$ cat src/rtl/hood_time_scheduler_if.sv
// Purpose : Bundles the control inputs and display outputs of the range-hood
//           time scheduler so that they travel as one port.
// Signals : i_* are driven by the controller side (power, mode, keys, work
//           limit); o_* are driven by the scheduler (current time, field being
//           set, work hours, reminder, clean countdown, clean done, 1 Hz tick).
// Modports: slave  - scheduler side (takes i_*, drives o_*)
//           master - controller / display side (drives i_*, takes o_*)
interface hood_time_scheduler_if;
  logic       i_power_state;
  logic [3:0] i_mode_state;
  logic       i_key_sel;
  logic       i_key_up;
  logic       i_key_down;
  logic [6:0] i_work_limit;
  logic [4:0] o_hours;
  logic [5:0] o_minutes;
  logic [5:0] o_seconds;
  logic [1:0] o_sel_field;
  logic [6:0] o_work_hours;
  logic       o_clean_reminder;
  logic [7:0] o_clean_remaining;
  logic       o_clean_done;
  logic       o_tick_1hz;

  modport slave (
    input  i_power_state, i_mode_state, i_key_sel, i_key_up, i_key_down, i_work_limit,
    output o_hours, o_minutes, o_seconds, o_sel_field, o_work_hours,
           o_clean_reminder, o_clean_remaining, o_clean_done, o_tick_1hz
  );

  modport master (
    output i_power_state, i_mode_state, i_key_sel, i_key_up, i_key_down, i_work_limit,
    input  o_hours, o_minutes, o_seconds, o_sel_field, o_work_hours,
           o_clean_reminder, o_clean_remaining, o_clean_done, o_tick_1hz
  );
endinterface

$ cat src/rtl/hood_time_scheduler.sv
// Purpose : Timing and sequencing controller for the range-hood display.
//           Divides clk down to a 1 Hz tick, keeps the time of day, lets the
//           user set the time, accumulates gear work time, drives the cleaning
//           reminder and sequences the auto-clean countdown.
// Ports   : i_clk   - system clock
//           i_reset - synchronous, active-high reset
//           bus     - hood_time_scheduler_if.slave (mode/power/keys/work limit in,
//                     time, sel field, work hours, reminder, clean status, tick out)
module hood_time_scheduler #(
  parameter int CLK_HZ       = 100_000_000,
  parameter int AUTO_CLEAN_S = 180,
  parameter int WORK_UNIT_S  = 3600
) (
  input  logic                  i_clk,
  input  logic                  i_reset,
  hood_time_scheduler_if.slave  bus
);

  localparam int DIV_W = (CLK_HZ > 1) ? $clog2(CLK_HZ) : 1;
  localparam int WS_W  = (WORK_UNIT_S > 1) ? $clog2(WORK_UNIT_S) : 1;
  localparam logic [DIV_W-1:0] DIV_MAX   = DIV_W'(CLK_HZ - 1);
  localparam logic [WS_W-1:0]  WS_MAX    = WS_W'(WORK_UNIT_S - 1);
  localparam logic [7:0]       AUTO_LOAD = 8'(AUTO_CLEAN_S);

  localparam logic [3:0] MODE_GEAR_LO = 4'd1;
  localparam logic [3:0] MODE_GEAR_HI = 4'd3;
  localparam logic [3:0] MODE_AUTO    = 4'd4;
  localparam logic [3:0] MODE_MANUAL  = 4'd5;
  localparam logic [3:0] MODE_SET     = 4'd7;

  localparam logic [1:0] SEL_HOUR = 2'd0;
  localparam logic [1:0] SEL_MIN  = 2'd1;
  localparam logic [1:0] SEL_SEC  = 2'd2;

  typedef enum logic [1:0] {
    ST_IDLE     = 2'd0,
    ST_COUNTING = 2'd1,
    ST_DONE     = 2'd2
  } clean_state_t;

  // Step a field by one with wrap-around and no carry (max_val <-> 0).
  function automatic logic [5:0] wrap_step(input logic [5:0] val,
                                           input logic [5:0] max_val,
                                           input logic       up);
    if (up) begin
      return (val == max_val) ? 6'd0 : val + 6'd1;
    end else begin
      return (val == 6'd0) ? max_val : val - 6'd1;
    end
  endfunction

  logic [DIV_W-1:0] r_div;
  logic [4:0]       r_hours;
  logic [5:0]       r_minutes;
  logic [5:0]       r_seconds;
  logic [1:0]       r_sel;
  logic             r_set_prev;
  logic [WS_W-1:0]  r_work_sec;
  logic [6:0]       r_work_hours;
  logic [7:0]       r_remaining;
  logic             r_clean_done;
  logic [3:0]       r_mode_prev;
  clean_state_t     r_state;

  logic w_tick;
  logic w_set_active;
  logic w_gear;
  logic w_auto_req;
  logic w_manual_entry;

  assign w_tick         = (r_div == DIV_MAX);
  assign w_set_active   = bus.i_power_state && (bus.i_mode_state == MODE_SET);
  assign w_gear         = bus.i_power_state && (bus.i_mode_state >= MODE_GEAR_LO) &&
                          (bus.i_mode_state <= MODE_GEAR_HI);
  assign w_auto_req     = bus.i_power_state && (bus.i_mode_state == MODE_AUTO);
  // Manual clean fires only on the transition into the mode, not while staying in it.
  assign w_manual_entry = bus.i_power_state && (bus.i_mode_state == MODE_MANUAL) &&
                          (r_mode_prev != MODE_MANUAL);

  // 1 Hz divider: free-running regardless of power and mode.
  always_ff @(posedge i_clk) begin
    if (i_reset) begin
      r_div <= '0;
    end else if (w_tick) begin
      r_div <= '0;
    end else begin
      r_div <= r_div + DIV_W'(1);
    end
  end

  // Time of day: set keys while in set mode (time frozen), otherwise tick with carry.
  always_ff @(posedge i_clk) begin
    if (i_reset) begin
      r_hours    <= 5'd0;
      r_minutes  <= 6'd0;
      r_seconds  <= 6'd0;
      r_sel      <= SEL_HOUR;
      r_set_prev <= 1'b0;
    end else begin
      r_set_prev <= w_set_active;
      if (w_set_active) begin
        if (!r_set_prev) begin
          // Entry cycle: always start editing at HOUR; keys in this cycle are dropped.
          r_sel <= SEL_HOUR;
        end else begin
          if (bus.i_key_sel) begin
            r_sel <= (r_sel == SEL_SEC) ? SEL_HOUR : r_sel + 2'd1;
          end
          // Up and down together cancel out.
          if (bus.i_key_up ^ bus.i_key_down) begin
            case (r_sel)
              SEL_HOUR: r_hours   <= 5'(wrap_step({1'b0, r_hours}, 6'd23, bus.i_key_up));
              SEL_MIN:  r_minutes <= wrap_step(r_minutes, 6'd59, bus.i_key_up);
              SEL_SEC:  r_seconds <= wrap_step(r_seconds, 6'd59, bus.i_key_up);
              default:  r_sel     <= SEL_HOUR;
            endcase
          end
        end
      end else if (w_tick) begin
        if (r_seconds == 6'd59) begin
          r_seconds <= 6'd0;
          if (r_minutes == 6'd59) begin
            r_minutes <= 6'd0;
            r_hours   <= (r_hours == 5'd23) ? 5'd0 : r_hours + 5'd1;
          end else begin
            r_minutes <= r_minutes + 6'd1;
          end
        end else begin
          r_seconds <= r_seconds + 6'd1;
        end
      end
    end
  end

  // Clean FSM with work accumulation; a completed clean overrides accumulation.
  always_ff @(posedge i_clk) begin
    if (i_reset) begin
      r_state      <= ST_IDLE;
      r_remaining  <= 8'd0;
      r_clean_done <= 1'b0;
      r_work_sec   <= '0;
      r_work_hours <= 7'd0;
      r_mode_prev  <= 4'd0;
    end else begin
      r_mode_prev  <= bus.i_mode_state;
      r_clean_done <= 1'b0;
      if (w_gear && w_tick) begin
        if (r_work_sec == WS_MAX) begin
          r_work_sec <= '0;
          if (r_work_hours != 7'd127) begin
            r_work_hours <= r_work_hours + 7'd1;
          end
        end else begin
          r_work_sec <= r_work_sec + WS_W'(1);
        end
      end
      if (w_manual_entry) begin
        r_work_sec   <= '0;
        r_work_hours <= 7'd0;
        r_clean_done <= 1'b1;
      end
      case (r_state)
        ST_IDLE: begin
          if (w_auto_req) begin
            r_state     <= ST_COUNTING;
            r_remaining <= AUTO_LOAD;
          end
        end
        ST_COUNTING: begin
          // Abort is checked before the tick so it wins in the same cycle.
          if (!w_auto_req) begin
            r_state     <= ST_IDLE;
            r_remaining <= 8'd0;
          end else if (w_tick) begin
            if (r_remaining == 8'd1) begin
              r_state      <= ST_DONE;
              r_remaining  <= 8'd0;
              r_clean_done <= 1'b1;
              r_work_sec   <= '0;
              r_work_hours <= 7'd0;
            end else begin
              r_remaining <= r_remaining - 8'd1;
            end
          end
        end
        ST_DONE: begin
          if (bus.i_mode_state != MODE_AUTO) begin
            r_state <= ST_IDLE;
          end
        end
        default: begin
          r_state     <= ST_IDLE;
          r_remaining <= 8'd0;
        end
      endcase
    end
  end

  assign bus.o_hours           = r_hours;
  assign bus.o_minutes         = r_minutes;
  assign bus.o_seconds         = r_seconds;
  assign bus.o_sel_field       = r_sel;
  assign bus.o_work_hours      = r_work_hours;
  assign bus.o_clean_remaining = r_remaining;
  assign bus.o_clean_done      = r_clean_done;
  assign bus.o_tick_1hz        = w_tick;
  assign bus.o_clean_reminder  = (bus.i_work_limit != 7'd0) && (r_work_hours >= bus.i_work_limit);

endmodule

$ cat src/flat_wrapper.sv
// flat-port wrapper written by rule: the top's interface ports become plain ports
module hood_time_scheduler_flat 
#(
  parameter int CLK_HZ       = 100_000_000,
  parameter int AUTO_CLEAN_S = 180,
  parameter int WORK_UNIT_S  = 3600
)
  (i_clk, i_reset, bus_i_power_state, bus_i_mode_state, bus_i_key_sel, bus_i_key_up, bus_i_key_down, bus_i_work_limit, bus_o_hours, bus_o_minutes, bus_o_seconds, bus_o_sel_field, bus_o_work_hours, bus_o_clean_reminder, bus_o_clean_remaining, bus_o_clean_done, bus_o_tick_1hz);
  hood_time_scheduler_if bus_i ();
  input  logic i_clk;
  input  logic i_reset;
  input wire logic [$bits(bus_i.i_power_state)-1:0] bus_i_power_state;
  input wire logic [$bits(bus_i.i_mode_state)-1:0] bus_i_mode_state;
  input wire logic [$bits(bus_i.i_key_sel)-1:0] bus_i_key_sel;
  input wire logic [$bits(bus_i.i_key_up)-1:0] bus_i_key_up;
  input wire logic [$bits(bus_i.i_key_down)-1:0] bus_i_key_down;
  input wire logic [$bits(bus_i.i_work_limit)-1:0] bus_i_work_limit;
  output wire logic [$bits(bus_i.o_hours)-1:0] bus_o_hours;
  output wire logic [$bits(bus_i.o_minutes)-1:0] bus_o_minutes;
  output wire logic [$bits(bus_i.o_seconds)-1:0] bus_o_seconds;
  output wire logic [$bits(bus_i.o_sel_field)-1:0] bus_o_sel_field;
  output wire logic [$bits(bus_i.o_work_hours)-1:0] bus_o_work_hours;
  output wire logic [$bits(bus_i.o_clean_reminder)-1:0] bus_o_clean_reminder;
  output wire logic [$bits(bus_i.o_clean_remaining)-1:0] bus_o_clean_remaining;
  output wire logic [$bits(bus_i.o_clean_done)-1:0] bus_o_clean_done;
  output wire logic [$bits(bus_i.o_tick_1hz)-1:0] bus_o_tick_1hz;
  assign bus_i.i_power_state = bus_i_power_state;
  assign bus_i.i_mode_state = bus_i_mode_state;
  assign bus_i.i_key_sel = bus_i_key_sel;
  assign bus_i.i_key_up = bus_i_key_up;
  assign bus_i.i_key_down = bus_i_key_down;
  assign bus_i.i_work_limit = bus_i_work_limit;
  assign bus_o_hours = bus_i.o_hours;
  assign bus_o_minutes = bus_i.o_minutes;
  assign bus_o_seconds = bus_i.o_seconds;
  assign bus_o_sel_field = bus_i.o_sel_field;
  assign bus_o_work_hours = bus_i.o_work_hours;
  assign bus_o_clean_reminder = bus_i.o_clean_reminder;
  assign bus_o_clean_remaining = bus_i.o_clean_remaining;
  assign bus_o_clean_done = bus_i.o_clean_done;
  assign bus_o_tick_1hz = bus_i.o_tick_1hz;
  hood_time_scheduler #(.CLK_HZ(CLK_HZ), .AUTO_CLEAN_S(AUTO_CLEAN_S), .WORK_UNIT_S(WORK_UNIT_S)) u_core (.i_clk(i_clk), .i_reset(i_reset), .bus(bus_i));
endmodule
$ cat config.mk
export PLATFORM = sky130hd
export DESIGN_NAME = hood_time_scheduler_flat
export DESIGN_NICKNAME = d
export VERILOG_FILES = /design/src/rtl/hood_time_scheduler_if.sv /design/src/rtl/hood_time_scheduler.sv /design/src/flat_wrapper.sv
export SDC_FILE = /design/constraint.sdc
export NUM_CORES = 1
export LEC_CHECK = 0
export ABC_AREA = 0
export CORE_MARGIN = 2
export CORE_UTILIZATION = 40
export CTS_BUF_LIST = sky130_fd_sc_hd__clkbuf_4 sky130_fd_sc_hd__clkbuf_8
export CTS_CLUSTER_DIAMETER = 100
export CTS_CLUSTER_SIZE = 28
export DETAILED_ROUTE_END_ITERATION = 16
export GPL_ROUTABILITY_DRIVEN = 0
export GPL_TIMING_DRIVEN = 0
export PLACE_DENSITY = 0.67
export SLEW_MARGIN = 20
export SYNTH_ARGS = -nofsm -noshare
export SYNTH_HDL_FRONTEND = slang
export SYNTH_SLANG_ARGS = --single-unit
$ cat constraint.sdc
create_clock -name i_clk -period 5 [get_ports i_clk]
set_input_delay 0.5 -clock i_clk [delete_from_list [all_inputs] [get_ports i_clk]]
set_output_delay 0.5 -clock i_clk [all_outputs]
set_load 0.01 [all_outputs]
; ---- Yosys cells after proc, flatten, opt, wreduce, memory -nomap -nowiden
; Index checks and enable logic that the tools add are counted.
[word_totals]
out_inout_bits = 37
reg_bits = 81
input_bits = 17
wordCells = 142
[op_classes]
magnitude_cmp = 3
n_bitwise = 2
n_mux = 64
n_eq_ne = 25
reduce_logical = 24
n_addsub = 12
[op_table]
columns = operator, count
row1 = $mux W6, 17
row2 = $mux W12, 7
row3 = $mux W7, 8
row4 = $mux W5, 11
row5 = $mux W8, 4
row6 = $add A27 B1 Y27 const B, 1
row7 = $eq A27 B27 Y1 const B, 1
row8 = $pmux W8 S3, 1
row9 = $mux W2, 10
row10 = $add A12 B1 Y12 const B, 1
row11 = $add A6 B1 Y6 const B, 2
row12 = $eq A12 B12 Y1 const B, 1
row13 = $eq A4 B3 Y1 const B, 3
row14 = $eq A6 B6 Y1 const B, 2
row15 = $logic_not A6 Y1, 2
row16 = $sub A6 B1 Y6 const B, 2
row17 = $add A5 B1 Y5 const B, 2
row18 = $eq A8 B1 Y1 const B, 1
row19 = $logic_and A1 B1 Y1, 8
row20 = $ne A2 B2 Y1 const B, 4
row21 = $ne A4 B3 Y1 const B, 2
row22 = $reduce_and A4 Y1, 2
row23 = $sub A8 B1 Y8 const B, 1
row24 = $add A7 B1 Y7 const B, 1
row25 = 25 further kinds, 36

; ---- Longest topological paths before layout
; Gate-level depths: netlist of run 1.
[depth]
word_depth = 10
depth_mapped = 8
mapped_depth_nobuf = 8

; ---- Least setup slack after synthesis of run 1
; OpenSTA, ideal clock, no wires.
[synth_path]
kind = reg2out
from = reg u_core.r_work_hours[0] (netlist: u_core.bus.o_work_hours[0])
to = out bus_o_clean_reminder
slack_ns = 2.968
stages_incl_launch_ff = 9
arrival_ns = 1.532
required_time_ns = 4.500
cell_sequence = dfxtp_1 inv_1 ha_1 nand2b_1 a21oi_1 nor2b_1 o21ai_0 a21oi_1 o31a_1
[synth_between]
elab_chain_len = 2
[synth_rtl]
columns = element, line
row1 = "start, declared", hood_time_scheduler.sv:59  ; logic [6:0] r_work_hours;
row2 = "start signal, assigned", hood_time_scheduler.sv:151  ; r_work_hours <= r_work_hours + 7'd1;
row3 = $ge A7 B7 Y1, hood_time_scheduler.sv:207  ; assign bus.o_clean_reminder = (bus.i_work_limit != 7'd0) && (r_work_hours >= bus.i_work_limit);
row4 = $logic_and A1 B1 Y1, hood_time_scheduler.sv:207
row5 = "end, declared", flat_wrapper.sv:23  ; output wire logic [$bits(bus_i.o_clean_reminder)-1:0] bus_o_clean_reminder;
; Every way passes these cells.

; ---- Worst setup path after layout of run 1
[layout_path]
from = in bus_i_work_limit[0]
to = out bus_o_clean_reminder
[layout_between]
elab_chain_len = 2
[layout_rtl]
columns = element, line
row1 = "start, declared", flat_wrapper.sv:17  ; input wire logic [$bits(bus_i.i_work_limit)-1:0] bus_i_work_limit;
row2 = $ge A7 B7 Y1 or $reduce_bool A7 Y1 (tied branches), hood_time_scheduler.sv:207
row3 = $logic_and A1 B1 Y1 (*), hood_time_scheduler.sv:207
; Every way passes the cells marked *; elsewhere a longest branch is shown, timed or not.

==> out/qor.csv, run 1 <==
metric,value,unit
synth_edf_count,0,
postLayoutSetupSlackWorst,1.97,ns
synth_top_area_cell,dfxtp_1,
vias_per_cell,5.61,
synth_common_cells,"83 x nor2_1, 81 x dfxtp_1, 46 x nand2_1, 36 x a21oi_1, 35 x nand3_1",
drt-initial-drc-count,250,
top_layer,met4,
postCtsSetupRepairBufs,0,
wl,11300,µm
grt.total_usage,18.4,%
synthCells,577,
critPathRequiredTime,4.50,ns
finalHoldViolations,0,
ys_types,73,
syn_nets,614,
outcome,finished clean,
synthFlopType,dfxtp_1,
numCtsBuffers,9,
critical_path_class,input port to output pin,
clock_sinks,81,
grt-ovfl-total,0,
rsz0062_at_grt,no,
fin_tns_setup,0,ns
fillers,1128,
drc,0,
dpl.hpwl,8410,µm
maxSlewViolCount,0,
grt_pass1_wl,19400,µm
wl_met2,5640,µm
clkTransAtPathRegs,0.08,ns
power_leakage,2.02,nW
grt_max_degree,13,
ant_nets,0,
ys_async_sr_fraction,0,%
ioPinCount,54,
cp-start-kind,input port,
synth_top_area_share,34.5,%
fp-row-count,39,
antenna_found_initial,0,
max_freq,330,MHz
syn_avg_cell_area,8.14,µm²
worstSetupEndpointType,output pin,
cts_hold_buf,0,
die_h,112,µm
slowest_delay,0.49,ns
path_delay_family,buffers and inverters,
worstPathArrival,2.53,ns
yosysMostFrequentCell,nor2_1,
first_pass_iters,5,
diodes,0,
synthesis.area,4700,µm²
peakVddDrop,0.174,mV
crit_fanout,2,
fin_util,49.2,%
placeableCoreArea,11400,µm²
met1Wirelength,5090,µm
hold_class,input port to flip-flop,
fin_crit,3.03,ns
synth.yosys.seq_area_share,34.5,%
port_buffers,52,
die-area,12600,µm²
worstSkewPairLatency,0.36,ns
cp_slowest_cell,clkdlybuf4s50_1,
wl_per_cell,14.4,µm
power,1.25,mW
setup_violations,0,
path_buf_inv,2,
fin_skew,0.0126,ns
syn_to_final_growth,19.5,%
dp_slack,1.96,ns
drive_gt1_share,7.31,%
yosys_warnings,0,
num_vias,4413,
dr_wl_met3,394,µm
grt_pass1_vias,4255,
worstMarginPinSlew,0.718,ns
layout.nets,677,
cap_violations,0,
cp_cell_sequence,clkdlybuf4s50_1 > ha_1 > nand2b_1 > a21oi_1 > nor2b_1 > o21ai_0 > a21oi_1 > o31a_1 > clkdlybuf4s50_1,
slew_headroom,51.9,%
initial_core_util,41.1,%
cts_resized,0,
chipWidth,112,µm
root_buffer,clkbuf_8,
clockBufferDepth,2,
synth-seq-cells,81,
tritoncts,yes,
fin_crit_sh,60.6,%
synth_area_leaders,"dfxtp_1 35%, nor2_1 6.6%, ha_1 5.3%",
power_density,223,nW/µm²
ctsHtreeMaxLevel,3,
-- routing by layer --
layer | vias up | GRT usage [%]
met3 | 21 | 3.83
met5 | - | 0
met4 | 0 | 7.56
li1 | 2205 | -
met1 | 2096 | 22.2
met2 | 91 | 31.8
-- state kept, by name, indices dropped and copies added, names as in the netlist, 4 cells and up --
signal and cells:
u_core.r_div 27, u_core.bus.o_minutes 6, u_core.r_mode_prev 4, u_core.bus.o_seconds 6, u_core.bus.o_clean_remaining 8, u_core.r_work_sec 12
u_core.bus.o_hours 5, u_core.bus.o_work_hours 7
-- area by class of cell --
cell class / count / area (µm²) / area share (%)
Multi-Input combinational cell: 454 / 2890 / 51.5
Sequential cell: 81 / 1620 / 28.9
Timing Repair Buffer: 52 / 520 / 9.27
Tap cell: 143 / 179 / 3.19
Clock buffer: 11 / 151 / 2.70
Buffer: 20 / 100 / 1.78
Inverter: 22 / 82.6 / 1.47
Clock inverter: 3 / 65.1 / 1.16
-- worst reg2reg max path, delay by kind of cell (launching register included) --
family                     cells  cell delay (ns)
adders and majority gates      1             0.28
AOI/OAI and AO/OA              2             0.41
and+or+nand+nor                3             1.05
DFF                            1             0.52
-- placed cells by master, fill, tap and decap left out, drive strengths merged, types with 3 or more instances in the layout --
| master | Yosys | layout |
|---|---|---|
| and2 | 3 | 3 |
| a21oi | 36 | 36 |
| o31ai | 3 | 3 |
| clkbuf | 14 | 25 |
| nor4b | 4 | 4 |
| or2 | 3 | 3 |
| nor3 | 22 | 22 |
| and4b | 3 | 3 |
| and3 | 12 | 12 |
| nand4b | 5 | 5 |
| dfxtp | 81 | 81 |
| or3 | 10 | 10 |
| ha | 20 | 20 |
| a211oi | 5 | 5 |
| nand4 | 11 | 11 |
| and4 | 8 | 8 |
| a41oi | 4 | 4 |
| nor2b | 7 | 7 |
| xnor2 | 20 | 20 |
| nand2 | 46 | 46 |
| mux2i | 4 | 4 |
| a31oi | 4 | 4 |
| or4 | 3 | 3 |
| nand2b | 4 | 4 |
| o21ai | 29 | 29 |
| xor2 | 24 | 24 |
| nor2 | 84 | 84 |
| buf | 5 | 5 |
| clkdlybuf4s50 | 0 | 52 |
| nand3 | 36 | 36 |
| inv | 22 | 22 |
| a311oi | 6 | 6 |
| nor4 | 6 | 6 |
-- kinds of logic (layout without fill, tap and decap cells) --
logic type / count (synthesis) / in the layout / synth area share (%)
buffers and inverters: 42 / 108 / 3.89
and+or+nand+nor: 275 / 275 / 31.3
adders and majority gates: 20 / 20 / 5.33
muxes: 5 / 5 / 1.09
xor gates and xnor gates: 44 / 44 / 8.20
DFF: 81 / 81 / 34.5
AOI/OAI and AO/OA: 110 / 110 / 15.7
-- path summary, 6_finish.rpt --
path                                         startpoint                    end  slack (ns)  depth (start not counted)
worst max-delay path                bus_i_work_limit[0]   bus_o_clean_reminder        1.97                          9
worst min-delay path                            i_reset  u_core.r_mode_prev[0]        0.37                          2
worst max register to register  u_core.bus.o_minutes[0]  u_core.bus.o_hours[2]        2.67                          6
worst min register to register          u_core.r_div[0]        u_core.r_div[0]        0.45                          1
-- through the flow --
stage          area (µm²)  cells  hold slack (ns)
2_1_floorplan        4700    577            0.418
3_3_place_gp         5400    772            0.427
3_5_place_dp         5400    772            0.440
4_1_cts              5610    786            0.363
5_1_grt              5610    786            0.365
6_report             5610    786            0.372
-- power breakdown --
group          switching [mW]  internal (mW)  leakage [nW]
sequential            0.00404          0.650         0.654
clock                   0.235          0.302         0.111
combinational          0.0339         0.0270          1.25
total                   0.273          0.979          2.02
No activity file was read; power rests on OpenSTA's default activity.
==> inputs of run 2 (changes only) <==
--- a/config.mk
+++ b/config.mk
@@ -14,7 +14,7 @@
 export DETAILED_ROUTE_END_ITERATION = 16
 export GPL_ROUTABILITY_DRIVEN = 0
 export GPL_TIMING_DRIVEN = 0
-export PLACE_DENSITY = 0.67
+export PLACE_DENSITY = 0.69
 export SLEW_MARGIN = 20
 export SYNTH_ARGS = -nofsm -noshare
 export SYNTH_HDL_FRONTEND = slang
==> constraint.sdc (replaced) <==
create_clock -name i_clk -period 2.5 [get_ports i_clk]
set_input_delay 0.25 -clock i_clk [delete_from_list [all_inputs] [get_ports i_clk]]
set_output_delay 0.25 -clock i_clk [all_outputs]
set_load 0.01 [all_outputs]
==> out/qor.csv, run 2 (synthesis gave the netlist of run 1 again) <==
metric,value,unit,change
outcome,finished clean,,
cp_slowest_cell,clkdlybuf4s50_1,,
critPathRequiredTime,2.25,ns,-2.25 ns
clockBufferDepth,2,,unchanged
path_buf_inv,2,,unchanged
grt.total_usage,18.8,%,+0.44 points
power_leakage,2.01,nW,-0.41%
fin_skew,0.0182,ns,+0.00563 ns
peakVddDrop,0.269,mV,+55%
cp-start-kind,flip-flop,,
chipWidth,112,µm,unchanged
grt-ovfl-total,0,,unchanged
cap_violations,0,,unchanged
max_freq,432,MHz,
die-area,12600,µm²,unchanged
grt_max_degree,13,,unchanged
clkTransAtPathRegs,0.08,ns,about the same
layout.nets,679,,+0.30%
fillers,1122,,-0.53%
worstMarginPinSlew,0.744,ns,+0.0259 ns
grt_pass1_wl,19800,µm,+2.1%
regMostFlops,u_core.r_div,,
port_buffers,52,,unchanged
cp_cell_sequence,nor4_2 > and4_4 > nand3_4 > inv_8 > clkdlybuf4s50_1,,
whs,0.132,ns,-0.241 ns
fp-row-count,39,,unchanged
layout_commonest_cell,nor2_1,,
wl_per_cell,14.5,µm,+0.31%
root_buffer,clkbuf_8,,
syn_to_final_growth,19.6,%,about the same
power_density,414,nW/µm²,+86%
maxSlewViolCount,0,,unchanged
worstPathArrival,2.06,ns,-0.47 ns
critical_path_class,flip-flop to output pin,,
num_vias,4431,,+0.41%
drt-initial-drc-count,248,,-0.80%
cts_hold_buf,0,,unchanged
crit_fanout,8,,+6
tritoncts,yes,,
antenna_found_initial,0,,unchanged
drive_gt1_share,8.39,%,+1.1 points
ctsHtreeMaxLevel,3,,unchanged
path_delay_family,simple AND/OR/NAND/NOR gates,,
placeableCoreArea,11400,µm²,unchanged
worstSkewPairLatency,0.36,ns,about the same
clock_sinks,81,,unchanged
ant_nets,0,,unchanged
worstSetupEndpointType,output pin,,
numCtsBuffers,9,,unchanged
die_h,112,µm,unchanged
rsz0062_at_grt,no,,
setup_violations,0,,unchanged
slowest_delay,0.54,ns,+0.05 ns
wl,11400,µm,+0.44%
vias_per_cell,5.63,,+0.28%
layout.cells.most_common_list,"83 x nor2_1, 79 x dfxtp_1, 51 x clkdlybuf4s50_1, 45 x nand2_1, 36 x a21oi_1",,
hold_class,input port to flip-flop,,
fin_crit_sh,92.6,%,
first_pass_iters,7,,+2
slew_headroom,50.1,%,-1.7 points
dpl.hpwl,8380,µm,-0.38%
fin_crit,2.31,ns,
grt_pass1_vias,4283,,+0.66%
ioPinCount,54,,unchanged
diodes,0,,unchanged
fin_util,49.2,%,about the same
drc,0,,unchanged
finalHoldViolations,0,,unchanged
largest_reg_flops,27,,unchanged
initial_core_util,41.1,%,unchanged
==> run 2: final cells by class <==
class	instances	area [µm²]	share of cell area, %
multi-input combinational	454	2920	51.9
clock inverter	4	47.5	0.846
inverter	22	90.1	1.60
sequential	81	1630	29.0
buffer	20	100	1.78
timing repair buffer	54	536	9.53
tap	143	179	3.18
clock buffer	9	124	2.20
==> run 2: worst paths after layout <==
kind,startpoint,endpoint,slack (ns),depth (start not counted)
hold / removal,i_reset,u_core.r_mode_prev[2],0.13,2
hold reg to reg,u_core.r_div[0],u_core.r_div[0],0.45,1
setup / recovery,u_core.r_div[11],bus_o_tick_1hz,0.19,5
setup reg to reg,u_core.r_work_sec[4],u_core.bus.o_work_hours[1],0.29,6
==> run 2: metrics by stage <==
stage          cells  TNS, ns  setup WS [ns]  instance area (µm²)  total power, mW
2_1_floorplan    577        0          0.493                 4700             1.40
3_3_place_gp     772   -0.759         -0.163                 5400             1.46
3_5_place_dp     772    -1.41         -0.210                 5400             1.46
4_1_cts          785        0        0.00415                 5570             2.36
5_1_grt          787        0         0.0319                 5620             2.42
6_report         787        0          0.185                 5620             2.33
==> run 2: per-layer routing <==
metal  global-route usage (%)  up-vias  share of wire, %
met5                        0        -                 0
li1                         -     2205                 -
met4                     7.40        0               2.0
met3                     3.78       22               4.1
met2                     32.0       97                49
met1                     23.5     2107                45
==> run 2: where the power goes <==
part	switching [mW]	internal, mW	total (mW)
sequential	0.00840	1.30	1.31
clock	0.452	0.441	0.893
combinational	0.0704	0.0556	0.126
total	0.531	1.79	2.33
==> run 2: timing repair <==
action | 4_1_cts | 5_1_grt
endpoints found under the setup margin | 2 | 17
endpoints found under the hold margin | 0 | 0
gates resized for setup | 3 | 11
setup buffers | 0 | 2
